### src/rtl/entropy_key_generator_if.sv
// Handshake bundle between the AC97 entropy extractor, the key generator
// and the crypto/handshake consumer.
`timescale 1ns/1ps
interface entropy_key_generator_if #(
    parameter int BUF_WIDTH = 256
);
    logic                 ready;
    logic [BUF_WIDTH-1:0] entropy_buffer;
    logic                 request;
    logic                 key_ack;
    logic [BUF_WIDTH-1:0] key_out;
    logic                 key_valid;
    logic                 busy;

    // Driver side: extractor/consumer environment.
    modport master (
        output ready, entropy_buffer, request, key_ack,
        input  key_out, key_valid, busy
    );

    // Key generator side.
    modport slave (
        input  ready, entropy_buffer, request, key_ack,
        output key_out, key_valid, busy
    );
endinterface

### src/rtl/entropy_key_generator.sv
// Counts AC97 ready edges and folds the extractor buffer into a 256-bit
// accumulator once per full pass; after PASSES folds presents it as a key.
`timescale 1ns/1ps
module entropy_key_generator #(
    parameter int PASSES    = 4,
    parameter int BUF_WIDTH = 256
) (
    input  logic                   clock,
    input  logic                   reset,
    entropy_key_generator_if.slave bus
);
    typedef enum logic [1:0] {
        ST_IDLE,
        ST_COLLECT,
        ST_VALID
    } state_e;

    localparam logic [3:0] PASS_LAST = 4'(PASSES);

    state_e               state_q, state_d;
    logic                 prev_ready_q, prev_ready_d;
    logic [7:0]           edge_cnt_q, edge_cnt_d;
    logic [3:0]           pass_cnt_q, pass_cnt_d;
    logic [1:0]           fold_pipe_q, fold_pipe_d;
    logic [BUF_WIDTH-1:0] acc_q, acc_d;
    logic [BUF_WIDTH-1:0] key_out_q, key_out_d;
    logic                 key_valid_q, key_valid_d;

    logic                 ready_edge;
    logic                 pass_wrap;
    logic [BUF_WIDTH-1:0] acc_fold;

    always_comb begin
        ready_edge = bus.ready & ~prev_ready_q;
        pass_wrap  = ready_edge && (edge_cnt_q == 8'hFF);
        acc_fold   = {acc_q[BUF_WIDTH-2:0], acc_q[BUF_WIDTH-1]} ^ bus.entropy_buffer;
    end

    // NOTE: every signal gets its hold value before the case, so no path can
    // leave one unassigned and infer a latch.
    always_comb begin
        state_d      = state_q;
        prev_ready_d = bus.ready;
        edge_cnt_d   = edge_cnt_q;
        pass_cnt_d   = pass_cnt_q;
        fold_pipe_d  = fold_pipe_q;
        acc_d        = acc_q;
        key_out_d    = key_out_q;
        key_valid_d  = key_valid_q;

        unique case (state_q)
            ST_IDLE: begin
                key_valid_d = 1'b0;
                fold_pipe_d = '0;
                if (bus.request) begin
                    acc_d      = '0;
                    edge_cnt_d = '0;
                    pass_cnt_d = '0;
                    state_d    = ST_COLLECT;
                end
            end

            ST_COLLECT: begin
                if (ready_edge) begin
                    edge_cnt_d = edge_cnt_q + 8'd1;
                end
                // Fold two cycles after the wrap so the extractor's last write lands.
                fold_pipe_d = {fold_pipe_q[0], pass_wrap};
                if (fold_pipe_q[1]) begin
                    acc_d      = acc_fold;
                    pass_cnt_d = pass_cnt_q + 4'd1;
                    if (pass_cnt_d == PASS_LAST) begin
                        key_out_d   = acc_fold;
                        fold_pipe_d = '0;
                        state_d     = ST_VALID;
                    end
                end
            end

            ST_VALID: begin
                key_valid_d = 1'b1;
                fold_pipe_d = '0;
                if (key_valid_q && bus.key_ack) begin
                    key_valid_d = 1'b0;
                    state_d     = ST_IDLE;
                end
            end

            default: begin
                state_d = ST_IDLE;
            end
        endcase
    end

    // NOTE: state registers use non-blocking assignments so every flop samples
    // the pre-edge values regardless of statement order.
    always_ff @(posedge clock) begin
        if (reset) begin
            state_q      <= ST_IDLE;
            prev_ready_q <= 1'b1;
            edge_cnt_q   <= '0;
            pass_cnt_q   <= '0;
            fold_pipe_q  <= '0;
            acc_q        <= '0;
            key_out_q    <= '0;
            key_valid_q  <= 1'b0;
        end else begin
            state_q      <= state_d;
            prev_ready_q <= prev_ready_d;
            edge_cnt_q   <= edge_cnt_d;
            pass_cnt_q   <= pass_cnt_d;
            fold_pipe_q  <= fold_pipe_d;
            acc_q        <= acc_d;
            key_out_q    <= key_out_d;
            key_valid_q  <= key_valid_d;
        end
    end

    assign bus.key_out   = key_out_q;
    assign bus.key_valid = key_valid_q;
    assign bus.busy      = (state_q == ST_COLLECT);
endmodule

### src/flat_wrapper.sv
// flat-port wrapper written by rule: the top's interface ports become plain ports
module entropy_key_generator_flat 
#(
    parameter int PASSES    = 4,
    parameter int BUF_WIDTH = 256
)
  (clock, reset, bus_ready, bus_entropy_buffer, bus_request, bus_key_ack, bus_key_out, bus_key_valid, bus_busy);
  entropy_key_generator_if #(.BUF_WIDTH(BUF_WIDTH)) bus_i ();
  input  logic clock;
  input  logic reset;
  input wire logic [$bits(bus_i.ready)-1:0] bus_ready;
  input wire logic [$bits(bus_i.entropy_buffer)-1:0] bus_entropy_buffer;
  input wire logic [$bits(bus_i.request)-1:0] bus_request;
  input wire logic [$bits(bus_i.key_ack)-1:0] bus_key_ack;
  output wire logic [$bits(bus_i.key_out)-1:0] bus_key_out;
  output wire logic [$bits(bus_i.key_valid)-1:0] bus_key_valid;
  output wire logic [$bits(bus_i.busy)-1:0] bus_busy;
  assign bus_i.ready = bus_ready;
  assign bus_i.entropy_buffer = bus_entropy_buffer;
  assign bus_i.request = bus_request;
  assign bus_i.key_ack = bus_key_ack;
  assign bus_key_out = bus_i.key_out;
  assign bus_key_valid = bus_i.key_valid;
  assign bus_busy = bus_i.busy;
  entropy_key_generator #(.PASSES(PASSES), .BUF_WIDTH(BUF_WIDTH)) u_core (.clock(clock), .reset(reset), .bus(bus_i));
endmodule
### config.mk
export PLATFORM = sky130hd
export DESIGN_NAME = entropy_key_generator_flat
export DESIGN_NICKNAME = d
export VERILOG_FILES = /design/src/rtl/entropy_key_generator_if.sv /design/src/rtl/entropy_key_generator.sv /design/src/flat_wrapper.sv
export SDC_FILE = /design/constraint.sdc
export NUM_CORES = 1
export LEC_CHECK = 0
export ABC_AREA = 0
export CAP_MARGIN = 5
export CORE_MARGIN = 2
export CORE_UTILIZATION = 45
export CTS_BUF_LIST = sky130_fd_sc_hd__clkbuf_8
export CTS_CLUSTER_SIZE = 8
export DETAILED_ROUTE_END_ITERATION = 7
export PLACE_DENSITY = 0.73
export SLEW_MARGIN = 10
export SYNTH_ARGS = -nofsm -noshare
export SYNTH_HDL_FRONTEND = slang
export SYNTH_SLANG_ARGS = --single-unit
### constraint.sdc
create_clock -name clock -period 2.5 [get_ports clock]
set_input_delay 0.5 -clock clock [delete_from_list [all_inputs] [get_ports clock]]
set_output_delay 0.5 -clock clock [all_outputs]
set_load 0.02 [all_outputs]
# Yosys cells after proc, flatten, opt, wreduce, memory -nomap -nowiden
# Index checks and enable logic that the tools add are counted.
[word_totals]
register_bits = 530
input_bits = 261
output_inout_bits = 258
elab_cells = 52
[op_classes]
add_sub_neg = 2
eq_ne = 9
mux = 19
bitwise_logic = 3
reduce_logical = 11
[ops]
columns = ["operator", "count"]
rows = [
  ["256-bit 2-to-1 mux", 2],
  ["256-bit one-hot mux with 2 select lines", 1],
  ["256-bit bitwise XOR", 1],
  ["8-bit 2-to-1 mux", 2],
  ["8-bit one-hot mux with 2 select lines", 1],
  ["2-bit 2-to-1 mux", 6],
  ["3-bit AND reduction", 3],
  ["8-bit by 1-bit adder with 8-bit output, second input constant", 1],
  ["8-bit equality test, second input constant", 1],
  ["4-bit 2-to-1 mux", 2],
  ["2-bit by 1-bit inequality test with 1-bit output, second input constant", 4],
  ["4-bit one-hot mux with 2 select lines", 1],
  ["2-bit one-hot mux with 3 select lines", 1],
  ["2-bit nonzero test", 3],
  ["4-bit by 1-bit adder with 4-bit output, second input constant", 1],
  ["4-bit by 3-bit equality test with 1-bit output, second input constant", 1],
  ["2-bit one-hot mux with 2 select lines", 1],
  ["4-bit AND reduction", 1],
  ["2-bit by 1-bit equality test with 1-bit output, second input constant", 1],
  ["2-bit equality test, second input constant", 1],
  ["1-bit logical AND", 2],
  ["2-bit zero test", 1],
  ["2-bit inequality test, second input constant", 1],
  ["1-bit one-hot mux with 2 select lines", 1],
  ["4 further kinds", 4],
]

# Depth between registers and ports, before layout
# Gate-level depths: netlist (run 1).
[depth]
word_depth = 6
ltp_mapped = 9
mapped_depth_nobuf = 5

# Worst setup path before layout (run 1)
# OpenSTA, ideal clock, no wires.
[synth_path]
path_type = "register to register"
startpoint = "reg u_core.pass_cnt_q[0]"
endpoint = "reg u_core.key_out_q[52] (netlist: u_core.bus.key_out[52])"
setup_ps = 152
t_arrival_ps = 1895
slack_ps = 454
stages_incl_launch_ff = 8
n_path_buf = 2
period_less_slack_ps = 2046
cell_sequence = "dfxtp_1 ha_1 nor2b_1 a21o_1 a21o_1 clkbuf_1 buf_1 a221oi_2"
[synth_between]
elab_chain_len = 3
[synth_rtl]
columns = ["element", "line_no", "text"]
rows = [
  ["from (decl)", "entropy_key_generator.sv:23", "logic [3:0] pass_cnt_q, pass_cnt_d;"],
  ["from (signal assigned)", "entropy_key_generator.sv:111", "pass_cnt_q <= pass_cnt_d;"],
  ["4-bit by 1-bit adder with 4-bit output", "entropy_key_generator.sv:71", "pass_cnt_d = pass_cnt_q + 4'd1;"],
  ["4-bit by 3-bit equality test with 1-bit output", "entropy_key_generator.sv:72", "if (pass_cnt_d == PASS_LAST) begin"],
  ["3-bit AND reduction (no line)", "-", ""],
  ["to (signal assigned)", "entropy_key_generator.sv:114", "key_out_q <= key_out_d;"],
  ["to (decl)", "entropy_key_generator.sv:26", "logic [BUF_WIDTH-1:0] key_out_q, key_out_d;"],
]
# Every way passes these cells.
# A chain may end at the register's enable or synchronous reset.

# Worst setup path in the final report (run 1)
[layout_path]
startpoint = "reg u_core.pass_cnt_q[0]"
endpoint = "reg u_core.key_out_q[254] (netlist: u_core.bus.key_out[254])"
# Same word-level chain as after synthesis.

==> summary.txt, run 1 <==
Power and ir drop
  – Total power: 18200 uW
  – Comb pwr share: approximately a tenth
  – Worst vdd ir: 0.467 mV
  – Reg power frac: 47.6%
  – Int Pwr: roughly 13000 uW
  – Switching part of the total: a little over a quarter
  – Switch Pwr: 4820 uW
  – P_leak: 0.0110 uW
  – Clock power share: 42.0%
  – Pwr/cell area: 591 mW/mm^2

Placed design
  – Placer Congestion: 0.865
  – Dpl hpwl: 47000 um
  – DP Cell Count: 3666
  – Buffers on Ports: 518

Clock network
  – Num Clock Sinks: 530
  – Clock slew at reported path FFs: 0.06 ns
  – Hold buffer count at CTS: 0
  – TritonCTS buffer count: 90
  – Clock tree root driver cell: clkbuf_8
  – CTS H-tree depth: 3
  – CTS max path bufs: 3
  – TritonCTS clock tree: built
  – Setup bufs post-CTS: 0
  – Clock Latency Late Sink: 0.68 ns

Critical path
  – CP Max Fanout: 36
  – CP Launch Type: register
  – FF-to-FF setup slack: 0.22 ns
  – Crit Path Category: register to register
  – Worst EP required: 3.07 ns
  – Critical path capture point type: register
  – CP arrival: 2.84 ns
  – Reg2reg path depth: 7

Global routing
  – Vias in the first global route: 19.9k
  – Global route total overflow: 0
  – Pin count of the biggest net entering global routing: around 120
  – First-pass GRT wire length: 108000 um
  – Total GRT Usage: 25.0%
  – Initial antenna violation count: 9

Yosys
  – YS warnings: 0
  – Adder-cell share of the synthesized area: less than 1%
  – Synth area leaders: dfxtp_1 (46%), a221oi_2 (11%), xor2_1 (9.5%)
  – Compound-Gate Fraction of Synth Area: around a fifth
  – XOR/XNOR share of the synthesized area: 9.92%
  – Synth area leader: dfxtp_1
  – Yosys reg bits: 530
  – Post-Synth Simple-Gate Area: 14.9%
  – Count of cell types in the netlist: 34
  – Post-synthesis mux area share: 0.0431%
  – Largest family of logic cells by synthesized area: compound AO/OA/AOI/OAI gates
  – Syn Nets: 2900
  – Post-synthesis cell area: 0.0232 sq mm
  – Post-synth top area share: 45.7%
  – Post-synthesis sequential area ratio: 45.7%
  – Cells after Synth: 2636
  – Syn_area_per_cell: 8.81 sq um

Cells and area
  – Non-Filler Instances: between 3k and 4k
  – Commonest non-fill, non-tap cells in the layout: dfxtp_1 (530), clkdlybuf4s50_1 (516), inv_1 (286)
  – Share of layout cells above drive strength 1: 11.7%
  – Fillers: between 4k and 5k
  – Layout Nets: 3342
  – Area growth, synth to finish: 33.0%
  – Most common cell after layout, fill and taps aside: dfxtp_1

STA
  – Final Setup Violations: 0
  – FMAX: around 0.44 GHz
  – Worst Tran Pin Value: 0.942 ns
  – Slew Limit Fails: 0
  – Clk_skew: roughly 0.025 ns
  – Minimum clock period: roughly 2.3 ns
  – RSZ-0062 raised after global routing: no
  – Fin crit share: 91.0%
  – Max-slew headroom: 37.2%
  – Setup TNS: 0 ns
  – Final hold vios: 0
  – Final Hold Slack: approximately 0.25 ns

Floorplan
  – Core Box Area: 0.0512 sq mm
  – Initial core utilization: 45.3%
  – DIE WIDTH: 231 um
  – Rows: a little over 80
  – Num ports: 519
  – Die height: 231 um
  – Die Area: 0.0534 sq mm

Drt
  – First drt pass iteration count: 5
  – Vias: a little over 20k
  – Iteration-0 DRC Markers: 1685
  – Routed len/inst: 18.3 um
  – DR vias/cell: 5.39
  – Number of nets with antenna violations after routing: 0
  – Routed Wire Length: 69900 um
  – Drt drc: 0

Worst hold path
  – Hold Path Depth: 2
  – Hold Crit Class: primary input to register

Run
  – Max-cap violations: 0

Run status
  – Outcome: finished clean
registers in the layout (all words and copies together) (netlist names):
| signal | flops |
|---|---|
| u_core.bus.key_out | 256 |
| u_core.pass_cnt_q | 4 |
| u_core.edge_cnt_q | 8 |
| u_core.prev_ready_q | 1 |
| u_core.fold_pipe_q | 2 |
| u_core.state_q | 2 |
| u_core.acc_q | 256 |
| u_core.bus.key_valid | 1 |
cell families (layout without fill, tap and decap cells):
logic type	Yosys count	count (layout)
AO/OA/AOI/OAI	542	542
XOR/XNOR	263	263
adder cells (fa/ha/maj)	3	3
buffers and inverters	485	993
flip-flops	530	530
multiplexers	1	1
other	0	3
AND/OR/NAND/NOR	812	812
power groups by stage:
stage / clock network (uW) / registers (uW) / logic, uW
6_report: 7670 / 8680 / 1900
3_5_place_dp: 0 / 8860 / 1880
5_1_grt: 8220 / 8690 / 2050
3_3_place_gp: 0 / 8850 / 1860
4_1_cts: 7830 / 8680 / 1890
2_1_floorplan: 0 / 8840 / 1030
cell usage after synthesis, drive strengths merged:
master and count:
xnor2 11, o31ai 1, o21ai 3, nor3b 1, a2111oi 4, and2 2, mux2i 1, nand3b 4
clkbuf 148, nor2b 2, nor3 2, nand4 2, buf 83, a211oi 11, inv 254, xor2 252
nor2 266, a21oi 266, dfxtp 530, a221oi 252, nand3 261, nand2b 3, ha 3, a21o 4
nand2 262, or2 1, nor4 1, or3 5, o21bai 1
metrics by stage:
step	setup WS [ns]	util (%)	instance area [sq um]
after detailed placement	0.0619	56.8	29100
final	0.224	60.3	30900
after global placement	0.171	56.8	29100
after CTS	0.0588	60.3	30900
after floorplan	0.454	-	23200
after global routing	0.0451	60.3	30900
timing repair:
| item | in CTS | in global routing |
|---|---|---|
| endpoints found under the hold margin | 0 | 0 |
| gates resized for setup | 1 | 1 |
| endpoints found under the setup margin | 1 | 43 |
per-layer routing:
metal  wire length, um  up-vias  part of all wire (%)  global-route usage, %
met4              2040       10                   2.9                   9.96
met3              5920      115                   8.5                   5.89
met1             28400     9864                    41                   31.4
li1                  -     9821                     -                      -
met2             33500      831                    48                   41.4
met5                61        -                 0.087                      0
worst max-delay path, stage by stage (launching register included):
cell and delay [ns]:
dfxtp_1 0.43, ha_1 0.19, nand2_1 0.14, nor4_4 0.50, a21oi_4 0.08, buf_12 0.17, buf_4 0.26, a221oi_1 0.38
path summary, 6_finish.rpt:
kind                                from                       to
setup / recovery    u_core.pass_cnt_q[0]  u_core.bus.key_out[254]
hold / removal                     reset         u_core.acc_q[24]
setup reg to reg    u_core.pass_cnt_q[0]  u_core.bus.key_out[254]
hold reg to reg   u_core.bus.key_out[20]   u_core.bus.key_out[20]
layout make-up:
class | count | area [sq um] | share of cell area [%]
inverters | 254 | 961 | 3.11
multi-input cells | 1621 | 10600 | 34.4
clock inverters | 50 | 300 | 0.972
diodes | 3 | 7.51 | 0.0243
flip-flops and latches | 530 | 10600 | 34.4
repair buffers | 581 | 6030 | 19.5
clock buffers | 108 | 1490 | 4.81
well taps | 680 | 851 | 2.76
Power figures use the tool's default switching activity.
==> run 2, diff against run 1 <==
Settings changed: GPL_ROUTABILITY_DRIVEN set to 0.
==> results of run 2 <==
Same layout as run 1: the final DEF is identical, and so are final timing and power.
==> patch (settings of run 2) <==
`BUF_WIDTH` is set to 256 in 3 places; all go to 248.
--- a/src/rtl/entropy_key_generator_if.sv
+++ b/src/rtl/entropy_key_generator_if.sv
@@ -4,3 +4,3 @@
 interface entropy_key_generator_if #(
-    parameter int BUF_WIDTH = 256
+    parameter int BUF_WIDTH = 248
 );
--- a/src/rtl/entropy_key_generator.sv
+++ b/src/rtl/entropy_key_generator.sv
@@ -5,3 +5,3 @@
     parameter int PASSES    = 4,
-    parameter int BUF_WIDTH = 256
+    parameter int BUF_WIDTH = 248
 ) (
--- a/src/flat_wrapper.sv
+++ b/src/flat_wrapper.sv
@@ -4,3 +4,3 @@
     parameter int PASSES    = 4,
-    parameter int BUF_WIDTH = 256
+    parameter int BUF_WIDTH = 248
 )
Interface: changed (resized bus_entropy_buffer and bus_key_out); port bits go from 519 to 503. The function was not compared with the original's and may differ.
==> patch against run 2 <==
  * Total power decreased by 3.2%
  * Final area fell by 3.2%
  * Die area is 2.5% lower
  * Clock power fell by 3.3%
  * Sequential share of layout area up 0.050 points
  * Area after synthesis is 2.5% lower
  * Combinational power decreased by 5%
  * Wire length down 3.8%
  * Via count fell by 4.1%
  * Worst setup slack worse by 0.034 ns
  * Sequential cell count is 16 lower
  * Largest cell class unchanged
  * Critical path depth unchanged
==> patch: results (changes against run 2) <==
Post-DP HPWL 43.99 mm (was 47.02 mm); Worst path top cell family by delay buffers and inverters (was simple AND/OR/NAND/NOR gates); Seq/Total Area, Yosys 45.48% (was 45.71%); top_reg_cell synth dfxtp_1 (unchanged); Worst VDD drop 393.7 µV (was 467.0 µV); H-tree Lvls 3 (unchanged); largest net degree at the start of global routing 140 (was 116); leakage power 10.50 nW (was 10.98 nW); crit path time final 2.311 ns (was 2.276 ns); Area after DPL 28160 µm² (was 29080 µm²); CP endpoint u_core.bus.key_out[83] (was u_core.bus.key_out[254]); crit path DAT 2.82 ns (was 2.84 ns); Slew @ Worst Pin 0.8752 ns (was 0.9420 ns); GRT Total Usage 24.70% (was 25.02%); status complete, no violations (unchanged); Met1 Wirelength 27.99 mm (was 28.37 mm); Max Clock Skew 0.02184 ns (was 0.02546 ns); total CTS buffers 87 (was 90); largest cells by area after synthesis dfxtp_1 (45%), a221oi_2 (12%), xor2_1 (9.3%) (was dfxtp_1 (46%), a221oi_2 (11%), xor2_1 (9.5%)); worst slack, placed 0.1606 ns (was 0.06187 ns); Final #Nets 3226 (was 3342); Buffers on Ports 502 (was 518); final wirelength 67.25 mm (was 69.91 mm); syn_nets 2810 (was 2900); top post-synthesis cells by count dfxtp_1 (514), a21oi_1 (256), nand2_1 (255) (was dfxtp_1 (530), nor2_1 (266), a21oi_1 (265)); WHS 0.2758 ns (was 0.2540 ns); met1 usage 30.82% (was 31.43%); share of layout cells above drive strength 1 11.84% (was 11.70%); initial drt markers 1321 (was 1685); Placed Instances 3553 (was 3666); Clk pin slew, worst setup/hold paths 0.06 ns (about the same); crit path max fanout 43 (was 36); FF-to-FF Start u_core.pass_cnt_q[0] (unchanged); Reg2Reg Setup Slack 0.19 ns (was 0.22 ns); Register-to-Register Path Depth 7 (unchanged); DR WL met3 4.623 mm (was 5.917 mm); P_int 13.09 mW (was 13.43 mW); first-pass GRT wire length 104.9 mm (was 107.8 mm); Cell variety after synth 36 (was 34); Worst Hold Launch reset (unchanged); initial antenna violation count 13 (was 9); met3 Use GR 6.350% (was 5.893%); Logic pwr share 10.3%; total number of vias 19800 (was 20640); Hold EP u_core.acc_q[16] (was u_core.acc_q[24]); CP max stage cell dfxtp_1 (was nor4_4); metal2 WL 31.98 mm (was 33.53 mm); Skew-Pair Late Insertion Delay 0.66 ns (was 0.68 ns); sw power 4.561 mW (was 4.818 mW); Vias/cell 5.332 (was 5.394); Seq pwr share 47.7% (was 47.6%); Clock Path Buffers 3 (unchanged); Top Layer Used met5 (unchanged); Worst path max stage delay 0.42 ns (was 0.50 ns); GR Layer Usage met2 40.29% (was 41.41%); number of global-route vias before repair 19410 (was 19910); average size of a mapped cell 8.859 µm² (was 8.806 µm²)
## patch: changes by cell type in the layout (fill, tap and decap cells not counted), sizes merged, moves of 8 or more
cell and change:
nand3 -11, inv -15, a221oi -11, buf -15, dfxtp -16, clkdlybuf4s50 -16
nor2 -12, clkinv -8, a21oi -8, xor2 -11
## patch: cell families (layout without fill, tap and decap cells)
family	count (synthesis)	after routing	synth area share, %
adder cells (fa/ha/maj)	3	3	0.1659
multiplexers	1	1	0.04424
AO/OA/AOI/OAI	529	529	21.02
buffers and inverters	467	944	8.605
other	0	10	0
XOR/XNOR	254	254	9.832
AND/OR/NAND/NOR	786	786	14.85
flip-flops	514	514	45.48
## patch: layout make-up
cell class                 instances  area (µm²)
multi-input combinational       1573       10430
antenna                           10       25.02
clock buffer                     113        1555
timing repair buffer             550        5680
fill                            4308       19960
tap                              672       840.8
sequential                       514       10290
clock inverter                    37       158.9
inverter                         244       923.4
## patch: timing repair
action                     4_1_cts  5_1_grt
hold buffers                     0        0
gates resized for setup          0        1
setup endpoints to repair        0        1
